### config.mk
export PLATFORM = sky130hd
export DESIGN_NAME = cache_req_arbiter_flat
export DESIGN_NICKNAME = d
export VERILOG_FILES = /design/src/rtl/cache_arb_pkg.sv /design/src/rtl/cache_req_arbiter_if.sv /design/src/rtl/cache_req_arbiter_rr.sv /design/src/rtl/cache_req_arbiter.sv /design/src/flat_wrapper.sv
export SDC_FILE = /design/constraint.sdc
export NUM_CORES = 1
export LEC_CHECK = 0
export BUFFER_PORTS_ARGS = -buffer_cell sky130_fd_sc_hd__buf_4
export CAP_MARGIN = 20
export CORE_MARGIN = 2
export CORE_UTILIZATION = 47
export CTS_BUF_LIST = sky130_fd_sc_hd__clkbuf_4 sky130_fd_sc_hd__clkbuf_8 sky130_fd_sc_hd__clkbuf_16
export DETAILED_ROUTE_END_ITERATION = 7
export HOLD_SLACK_MARGIN = 0.02
export PLACE_DENSITY = 0.81
export SYNTH_ARGS = -nofsm -noshare
export SYNTH_HDL_FRONTEND = slang
export SYNTH_SLANG_ARGS = --single-unit
export TNS_END_PERCENT = 10
### constraint.sdc
create_clock -name clk -period 4.6 [get_ports clk]
set_clock_uncertainty 0.15 [all_clocks]
set_input_delay 0.92 -clock clk [delete_from_list [all_inputs] [get_ports clk]]
set_output_delay 0.92 -clock clk [all_outputs]
set_load 0.005 [all_outputs]
### src/rtl/cache_arb_pkg.sv
// cache_arb_pkg: shared FSM type and counter sizing for the cache request arbiter
package cache_arb_pkg;
    typedef enum logic [1:0] {IDLE, CMD, RESP} arb_state_t;
    function automatic int cnt_w(input int t);
        return $clog2(t + 1);
    endfunction
    localparam int DEF_TIMEOUT = 15;
    localparam int CNT_W = cnt_w(DEF_TIMEOUT);
endpackage

### src/rtl/cache_req_arbiter_if.sv
// cache_req_arbiter_if: requester handshake, response and cache pin bundle
interface cache_req_arbiter_if #(
    parameter int NUM_REQ = 2,
    parameter int DATA_WIDTH = 32,
    parameter int ADDR_WIDTH = 32
);
    logic [NUM_REQ-1:0] req_valid, req_ready, req_write, resp_valid;
    logic [NUM_REQ*ADDR_WIDTH-1:0] req_addr;
    logic [NUM_REQ*DATA_WIDTH-1:0] req_wdata;
    logic [DATA_WIDTH-1:0] resp_rdata, cache_write_data, cache_read_data;
    logic [ADDR_WIDTH-1:0] cache_addr;
    logic resp_hit, resp_err, cache_read, cache_write, cache_hit, cache_miss;
    modport slave (
        input req_valid, req_write, req_addr, req_wdata, cache_read_data, cache_hit, cache_miss,
        output req_ready, resp_valid, resp_rdata, resp_hit, resp_err,
        output cache_addr, cache_write_data, cache_read, cache_write
    );
    modport master (
        output req_valid, req_write, req_addr, req_wdata, cache_read_data, cache_hit, cache_miss,
        input req_ready, resp_valid, resp_rdata, resp_hit, resp_err,
        input cache_addr, cache_write_data, cache_read, cache_write
    );
endinterface

### src/rtl/cache_req_arbiter_rr.sv
// rr_arbiter: combinational round-robin pick starting just after the pointer
module rr_arbiter #(
    parameter int NUM_REQ = 2,
    localparam int IW = NUM_REQ > 1 ? $clog2(NUM_REQ) : 1
) (
    input  logic [NUM_REQ-1:0] valid,
    input  logic [IW-1:0]      ptr,
    output logic [NUM_REQ-1:0] grant,
    output logic [IW-1:0]      idx,
    output logic               any
);
    logic [IW-1:0] j;
    // scan from lowest to highest priority so the requester nearest ptr+1 overwrites last
    always_comb begin
        idx = '0;
        j = '0;
        for (int i = NUM_REQ; i >= 1; i--) begin
            j = IW'((int'(ptr) + i) % NUM_REQ);
            if (valid[j]) idx = j;
        end
        any = |valid;
        grant = any ? NUM_REQ'(1) << idx : '0;
    end
endmodule

### src/rtl/cache_req_arbiter.sv
// cache_req_arbiter: shares one cache among requesters, one transaction at a time, with timeout
module cache_req_arbiter
    import cache_arb_pkg::*;
#(
    parameter int NUM_REQ = 2,
    parameter int DATA_WIDTH = 32,
    parameter int ADDR_WIDTH = 32,
    parameter int TIMEOUT = DEF_TIMEOUT
) (
    input logic clk,
    input logic reset,
    cache_req_arbiter_if.slave bus
);
    localparam int IW = NUM_REQ > 1 ? $clog2(NUM_REQ) : 1;
    localparam int CW = cnt_w(TIMEOUT);
    arb_state_t state, state_n;
    logic [IW-1:0] ptr, gnt, pick;
    logic [NUM_REQ-1:0] onehot;
    logic any, op, hit_q, err_q, done, tmo;
    logic [ADDR_WIDTH-1:0] addr_q;
    logic [DATA_WIDTH-1:0] wdata_q, rdata_q;
    logic [CW-1:0] cnt;

    rr_arbiter #(.NUM_REQ(NUM_REQ)) u_rr (
        .valid(bus.req_valid),
        .ptr(ptr),
        .grant(onehot),
        .idx(pick),
        .any(any)
    );

    // the first CMD cycle (cnt == 0) ignores hit/miss because the cache outputs are sticky
    assign done = cnt != '0 && (bus.cache_hit || bus.cache_miss);
    assign tmo = cnt == CW'(TIMEOUT - 1);

    // state register; reset drops the cache strobes asynchronously since they decode from state
    always_ff @(posedge clk or posedge reset)
        if (reset) state <= IDLE;
        else state <= state_n;

    // next state and all outputs, decoded from the current state
    always_comb begin
        state_n = state;
        bus.req_ready = '0;
        bus.cache_addr = '0;
        bus.cache_write_data = '0;
        bus.cache_read = 1'b0;
        bus.cache_write = 1'b0;
        bus.resp_valid = '0;
        bus.resp_rdata = '0;
        bus.resp_hit = 1'b0;
        bus.resp_err = 1'b0;
        case (state)
            IDLE: begin
                bus.req_ready = onehot;
                if (any) state_n = CMD;
            end
            CMD: begin
                bus.cache_addr = addr_q;
                bus.cache_write_data = wdata_q;
                bus.cache_read = ~op;
                bus.cache_write = op;
                if (done || tmo) state_n = RESP;
            end
            RESP: begin
                bus.resp_valid = NUM_REQ'(1) << gnt;
                bus.resp_rdata = rdata_q;
                bus.resp_hit = hit_q;
                bus.resp_err = err_q;
                state_n = IDLE;
            end
            default: state_n = IDLE;
        endcase
    end

    // request latch, rr pointer, wait counter and response capture
    always_ff @(posedge clk or posedge reset)
        if (reset) begin
            ptr <= IW'(NUM_REQ - 1);
            gnt <= '0;
            op <= 1'b0;
            addr_q <= '0;
            wdata_q <= '0;
            rdata_q <= '0;
            hit_q <= 1'b0;
            err_q <= 1'b0;
            cnt <= '0;
        end else begin
            case (state)
                IDLE: if (any) begin
                    ptr <= pick;
                    gnt <= pick;
                    op <= bus.req_write[pick];
                    addr_q <= bus.req_addr[pick*ADDR_WIDTH +: ADDR_WIDTH];
                    wdata_q <= bus.req_wdata[pick*DATA_WIDTH +: DATA_WIDTH];
                end
                CMD: begin
                    cnt <= cnt + 1'b1;
                    if (done) begin
                        hit_q <= bus.cache_hit;
                        rdata_q <= op ? '0 : bus.cache_read_data;
                        err_q <= 1'b0;
                    end else if (tmo) begin
                        hit_q <= 1'b0;
                        rdata_q <= '0;
                        err_q <= 1'b1;
                    end
                end
                RESP: cnt <= '0;
                default: ;
            endcase
        end
endmodule

### src/flat_wrapper.sv
// flat-port wrapper written by rule: the top's interface ports become plain ports
module cache_req_arbiter_flat import cache_arb_pkg::*;
#(
    parameter int NUM_REQ = 2,
    parameter int DATA_WIDTH = 32,
    parameter int ADDR_WIDTH = 32,
    parameter int TIMEOUT = DEF_TIMEOUT
)
  (clk, reset, bus_req_valid, bus_req_write, bus_req_addr, bus_req_wdata, bus_cache_read_data, bus_cache_hit, bus_cache_miss, bus_req_ready, bus_resp_valid, bus_resp_rdata, bus_resp_hit, bus_resp_err, bus_cache_addr, bus_cache_write_data, bus_cache_read, bus_cache_write);
  cache_req_arbiter_if #(.NUM_REQ(NUM_REQ), .DATA_WIDTH(DATA_WIDTH), .ADDR_WIDTH(ADDR_WIDTH)) bus_i ();
  input logic clk;
  input logic reset;
  input wire logic [$bits(bus_i.req_valid)-1:0] bus_req_valid;
  input wire logic [$bits(bus_i.req_write)-1:0] bus_req_write;
  input wire logic [$bits(bus_i.req_addr)-1:0] bus_req_addr;
  input wire logic [$bits(bus_i.req_wdata)-1:0] bus_req_wdata;
  input wire logic [$bits(bus_i.cache_read_data)-1:0] bus_cache_read_data;
  input wire logic [$bits(bus_i.cache_hit)-1:0] bus_cache_hit;
  input wire logic [$bits(bus_i.cache_miss)-1:0] bus_cache_miss;
  output wire logic [$bits(bus_i.req_ready)-1:0] bus_req_ready;
  output wire logic [$bits(bus_i.resp_valid)-1:0] bus_resp_valid;
  output wire logic [$bits(bus_i.resp_rdata)-1:0] bus_resp_rdata;
  output wire logic [$bits(bus_i.resp_hit)-1:0] bus_resp_hit;
  output wire logic [$bits(bus_i.resp_err)-1:0] bus_resp_err;
  output wire logic [$bits(bus_i.cache_addr)-1:0] bus_cache_addr;
  output wire logic [$bits(bus_i.cache_write_data)-1:0] bus_cache_write_data;
  output wire logic [$bits(bus_i.cache_read)-1:0] bus_cache_read;
  output wire logic [$bits(bus_i.cache_write)-1:0] bus_cache_write;
  assign bus_i.req_valid = bus_req_valid;
  assign bus_i.req_write = bus_req_write;
  assign bus_i.req_addr = bus_req_addr;
  assign bus_i.req_wdata = bus_req_wdata;
  assign bus_i.cache_read_data = bus_cache_read_data;
  assign bus_i.cache_hit = bus_cache_hit;
  assign bus_i.cache_miss = bus_cache_miss;
  assign bus_req_ready = bus_i.req_ready;
  assign bus_resp_valid = bus_i.resp_valid;
  assign bus_resp_rdata = bus_i.resp_rdata;
  assign bus_resp_hit = bus_i.resp_hit;
  assign bus_resp_err = bus_i.resp_err;
  assign bus_cache_addr = bus_i.cache_addr;
  assign bus_cache_write_data = bus_i.cache_write_data;
  assign bus_cache_read = bus_i.cache_read;
  assign bus_cache_write = bus_i.cache_write;
  cache_req_arbiter #(.NUM_REQ(NUM_REQ), .DATA_WIDTH(DATA_WIDTH), .ADDR_WIDTH(ADDR_WIDTH), .TIMEOUT(TIMEOUT)) u_core (.clk(clk), .reset(reset), .bus(bus_i));
endmodule
==> Yosys cells after proc, flatten, opt, wreduce, memory -nomap -nowiden <==
Index checks and enable logic that the tools add are counted.
{ "classes": {"addsub": 3, "magnitude_cmp": 3, "n_eq_ne": 5, "shifts": 4, "n_mux": 29, "bitwise": 1, "reduce_logical": 11} }
{ "op_table": {"columns": ["operator", "n"], "rows": [
  ["$mux W32", 6],
  ["$shiftx A64 B7 Y32", 2],
  ["$mux W1", 16],
  ["$mux W2", 5],
  ["$pmux W4 S2", 1],
  ["$lt A1 B2 Y1 const B", 3],
  ["$reduce_and A2 Y1", 3],
  ["$add A4 B1 Y4 const B", 1],
  ["$eq A4 B4 Y1 const B", 1],
  ["$ne A2 B1 Y1 const B", 2],
  ["$pmux W2 S2", 1],
  ["$reduce_bool A2 Y1", 2],
  ["$reduce_bool A4 Y1", 1],
  ["$shl A1 B1 Y2 const A", 2],
  ["$add A1 B1 Y1 const B", 2],
  ["$eq A2 B1 Y1 const B", 1],
  ["$eq A2 B2 Y1 const B", 1],
  ["$logic_not A2 Y1", 1],
  ["$logic_or A1 B1 Y1", 2],
  ["$reduce_or A2 Y1", 1],
  ["$logic_and A1 B1 Y1", 1],
  ["$not A1 Y1", 1]
]} }
{ "totals": {"register_bits": 107, "inputBits": 168, "out_inout_bits": 104, "word_cells": 66} }

==> Logic depth before layout (Yosys ltp) <==
{ "logic_depth": {"word_depth": 8, "depth_mapped": 8} }

==> Hierarchy <==
A second synthesis with hierarchy kept.
{ "hier_totals": {"cells_unflattened": 610, "hier_area_um2": 5869.4} }
{ "modules_own_cells": {"columns": ["mod", "n_inst", "cells_per_inst", "area_per_inst_um2"], "rows": [
  ["cache_req_arbiter", 1, 605, 5836.8],
  ["rr_arbiter", 1, 5, 32.5]
]} }

==> Worst setup path before layout <==
OpenSTA, ideal clock, no wires.
{ "synth_path": {"path_type": "input to output", "start": "input bus_req_valid[1]", "end": "output bus_req_ready[1]", "arrival_ns": 1.557, "required_ns": 3.530, "setup_slack_ns": 1.973, "path_stages": 3, "n_path_buf": 1, "cell_sequence": "a21boi_1 -> and2_1 -> clkbuf_1"} }
{ "synth_via": {"elab_chain_cells": 7, "elab_cells_between_ends": 10, "classes_between": "shift: 1; mux: 8; reduce/logical: 1"} }
{ "synth_rtl": {"columns": ["element", "line_no", "text"], "rows": [
  ["from (decl)", "flat_wrapper.sv:13", "input wire logic [$bits(bus_i.req_valid)-1:0] bus_req_valid;"],
  ["$mux W1 (implied by the code) (2 in series)", "cache_req_arbiter_rr.sv:19", "if (valid[j]) idx = j;"],
  ["$mux W1 (2 in series)", "cache_req_arbiter_rr.sv:19", null],
  ["$shl A1 B1 Y2", "cache_req_arbiter_rr.sv:22", "grant = any ? NUM_REQ'(1) << idx : '0;"],
  ["$mux W2 *", "cache_req_arbiter_rr.sv:22", null],
  ["$mux W2 *", "cache_req_arbiter.sv:53", "case (state)"],
  ["to (decl)", "flat_wrapper.sv:20", "output wire logic [$bits(bus_i.req_ready)-1:0] bus_req_ready;"]
]} }
Mark *: on every way between the ends. The rest lies on a longest branch, timed or not. The select of a mux whose other input is x is not followed.

==> Worst setup path in the final report <==
{ "layout_path": {"start": "register u_core.state[1]", "end": "output bus_cache_write_data[3]"} }
{ "layout_via": {"elab_chain_cells": 2} }
{ "layout_rtl": {"columns": ["element", "line_no", "text"], "rows": [
  ["from (decl)", "cache_req_arbiter.sv:16", "arb_state_t state, state_n;"],
  ["from (signal assigned)", "cache_req_arbiter.sv:39", "else state <= state_n;"],
  ["$eq A2 B1 Y1", "cache_req_arbiter.sv:53", null],
  ["$mux W32", "cache_req_arbiter.sv:53", null],
  ["to (decl)", "flat_wrapper.sv:26", "output wire logic [$bits(bus_i.cache_write_data)-1:0] bus_cache_write_data;"]
]} }
Every way passes these cells.

==> impl_metrics.json <==
{
  "drv_cap": 0,
  "cts_hold_buf": 0,
  "p_leak_nw": 4.26,
  "cp_slowest_stage_delay_ns": 0.40,
  "dr.pass1.iters": 8,
  "synth_xor_area_share_pct": 0,
  "fp-row-count": 40,
  "via_count": 4995,
  "end_kind": "output pin",
  "setup_slack_ns": 1.83,
  "grt.overflow.total": 0,
  "yosys.cell_types.count": 39,
  "multiInputGateArea_um2": 2590,
  "finalSetupViolCount": 0,
  "io_buffers": 271,
  "first_global_vias": 4831,
  "synth_compound_gate_area_share_pct": 21.1,
  "fin_crit_sh_pct": 60.2,
  "arrival_ns": 1.70,
  "cp_top_family": "buffers and inverters",
  "synth-edff-count": 0,
  "drc": 0,
  "fill_cells": 920,
  "cts.path.max_buffers": 2,
  "core_area_um2": 12000,
  "drive_above_1_share_pct": 41.3,
  "slew_viol_final": 0,
  "area_growth_pct": 42.1,
  "worst-path-buf-inv": 3,
  "vdd_ir_drop_max_uv": 245,
  "clkTransAtPathRegs_ns": 0.07,
  "crit_path_start": "u_core.state[1]",
  "grt_pass1_wl_um": 23600,
  "finalSetupTns_ns": 0,
  "die_area_um2": 13200,
  "synth_nets": 749,
  "yosys.area_share.simple_pct": 15.4,
  "min_path_type": "reg -> reg",
  "reg2reg_slack_ns": 2.28,
  "final_cells": 973,
  "grt_max_degree": 105,
  "synthArstFlopShare_pct": 100,
  "viasPerCell": 5.13,
  "ios": 272,
  "path_class": "reg -> out",
  "track_usage_pct": 22.5,
  "outcome": "finished clean",
  "clk_latency_ns": 0.34,
  "pre_cts_ws_ns": 1.61,
  "cts_buffers": 9,
  "ys_seq_area_share_pct": 46.5,
  "path_cells": "inv_1 -> ha_2 -> buf_12 -> and2_1 -> buf_4",
  "nets": 996,
  "reg2regPathDepth": 6,
  "synthCells": 574,
  "seq_area_um2": 2680,
  "post_cts_resized": 0,
  "synth_fa_ha_area_share_pct": 1.52,
  "place_congestion": 0.838,
  "post_cts_buffers": 0,
  "cp.depth": 5,
  "worstMarginPinSlew_ns": 1.04,
  "drt-initial-drc-count": 248,
  "worstSetupEndpoint": "bus_cache_write_data[3]",
  "ys.flop_type": "dfrtp_1",
  "die_w_um": 115,
  "cts_tree": "done",
  "syn_area_per_cell_um2": 10.0,
  "timing.critical_path.from_type": "register",
  "worstPathMaxFanout": 68,
  "clkSinkCount": 107,
  "synth_mux_area_share_pct": 6.62,
  "dp_hpwl_um": 11200,
  "wirelength_um": 15400,
  "hold_viol_final": 0,
  "slew_headroom_pct": 30.4,
  "crit_slowest_cell": "dfrtp_1",
  "rsz0062_at_grt": "no",
  "clockRootBuffer": "clkbuf_16",
  "synth_top_family_by_area": "compound AO/OA/AOI/OAI gates",
  "fmaxAchievable_mhz": 361,
  "antenna_cells": 0,
  "initial_utilization_pct": 48.0,
  "fin_crit_ns": 2.77,
  "die_h_um": 115,
  "dp_cells": 953,
  "reg2reg_to": "u_core.rdata_q[7]",
  "synth-seq-cells": 107,
  "wl_per_cell_um": 15.8,
  "pwr_density_cell_nw_per_um2": 538,
  "syn_area_um2": 5760,
  "antenna_found_initial": 0,
  "post-route-util_pct": 68.2,
  "yosys_warnings": 0,
  "htree_levels": 3,
  "ant_nets": 0,
  "timing.rr.start": "u_core.cnt[0]",
  "required_ns": 3.53
}
worst min-delay path by stage:
stage / start / to / slack, ns / depth (start not counted)
floorplan: u_core.addr_q[29] / u_core.addr_q[29] / 0.29 / 2
global placement: u_core.wdata_q[4] / u_core.wdata_q[4] / 0.31 / 2
detailed placement: u_core.wdata_q[2] / u_core.wdata_q[2] / 0.31 / 2
CTS: u_core.wdata_q[2] / u_core.wdata_q[2] / 0.33 / 2
global route: u_core.wdata_q[6] / u_core.wdata_q[6] / 0.35 / 2
finish: u_core.wdata_q[2] / u_core.wdata_q[2] / 0.32 / 2
per-layer routing:
layer	share of wire (%)	wire, um	track usage [%]	vias to the layer above
met5	0	0	0	-
met4	2.4	367	9.08	0
met3	6.0	928	3.43	25
met2	50	7650	38.8	199
met1	42	6450	28.6	2334
li1	-	-	-	2437
sequential cells by signal, summed over array words and instances (netlist names), 2 cells and up:
| register | flops |
|---|---|
| u_core.rdata_q | 32 |
| u_core.addr_q | 32 |
| u_core.wdata_q | 32 |
| u_core.cnt | 4 |
| u_core.state | 2 |
metrics by stage:
stage	power, mW	cell area [um2]	hold WS [ns]
after floorplan	2.87	5760	0.292
after global placement	3.50	7800	0.306
after detailed placement	3.61	7800	0.314
after CTS	4.41	8110	0.330
after global routing	4.75	8190	0.351
final	4.41	8190	0.324
kinds of logic after synthesis:
family / after synthesis
simple gates: 160
compound gates: 149
buf+inv: 113
flops: 107
mux: 38
fa+ha+maj: 7
cells in the mapped netlist, types with 2 or more instances:
master / instances / share of area (%)
nor2_1: 4 / 0.26
inv_1: 67 / 4.4
o31ai_4: 8 / 3.0
buf_6: 6 / 1.2
o31ai_1: 2 / 0.26
o31ai_2: 22 / 4.8
or2_1: 2 / 0.22
mux2i_1: 37 / 6.4
buf_2: 3 / 0.26
dfrtp_1: 106 / 46
nor2b_1: 3 / 0.33
buf_1: 4 / 0.26
clkbuf_1: 27 / 1.8
o21ai_0: 45 / 3.9
a222oi_1: 28 / 4.9
and2_1: 101 / 11
a31oi_1: 2 / 0.22
a21oi_1: 3 / 0.26
ha_1: 7 / 1.5
nand2_1: 45 / 2.9
o21ai_1: 31 / 2.7
buf_4: 4 / 0.52
tightest hold or removal path, delay by kind of cell (launching register included):
family	cells	cell delay [ns]
compound gates	1	0.06
flops	1	0.34
simple gates	1	0.04
final cells by class:
| class | instances | share of cell area (%) |
|---|---|---|
| multi-input combinational | 354 | 31.7 |
| clock buffer | 11 | 3.01 |
| timing repair buffer | 282 | 26.5 |
| sequential | 107 | 32.7 |
| inverter | 67 | 3.10 |
| clock inverter | 5 | 0.749 |
| tap | 147 | 2.25 |
report_power, final:
| part | switching [mW] | internal (mW) |
|---|---|---|
| Clock | 0.338 | 0.446 |
| Sequential | 0.218 | 1.35 |
| Combinational | 1.09 | 0.966 |
| Total | 1.64 | 2.77 |
cell usage in the layout, fill, tap and decap left out, types with 9 or more instances in the layout:
master     count
buf_4        278
dfrtp_1      106
and2_1       101
inv_1         66
nand2_1       45
o21ai_0       45
mux2i_1       37
o21ai_1       31
a222oi_1      28
o31ai_2       22
clkbuf_16      9
Power figures use the tool's default switching activity.
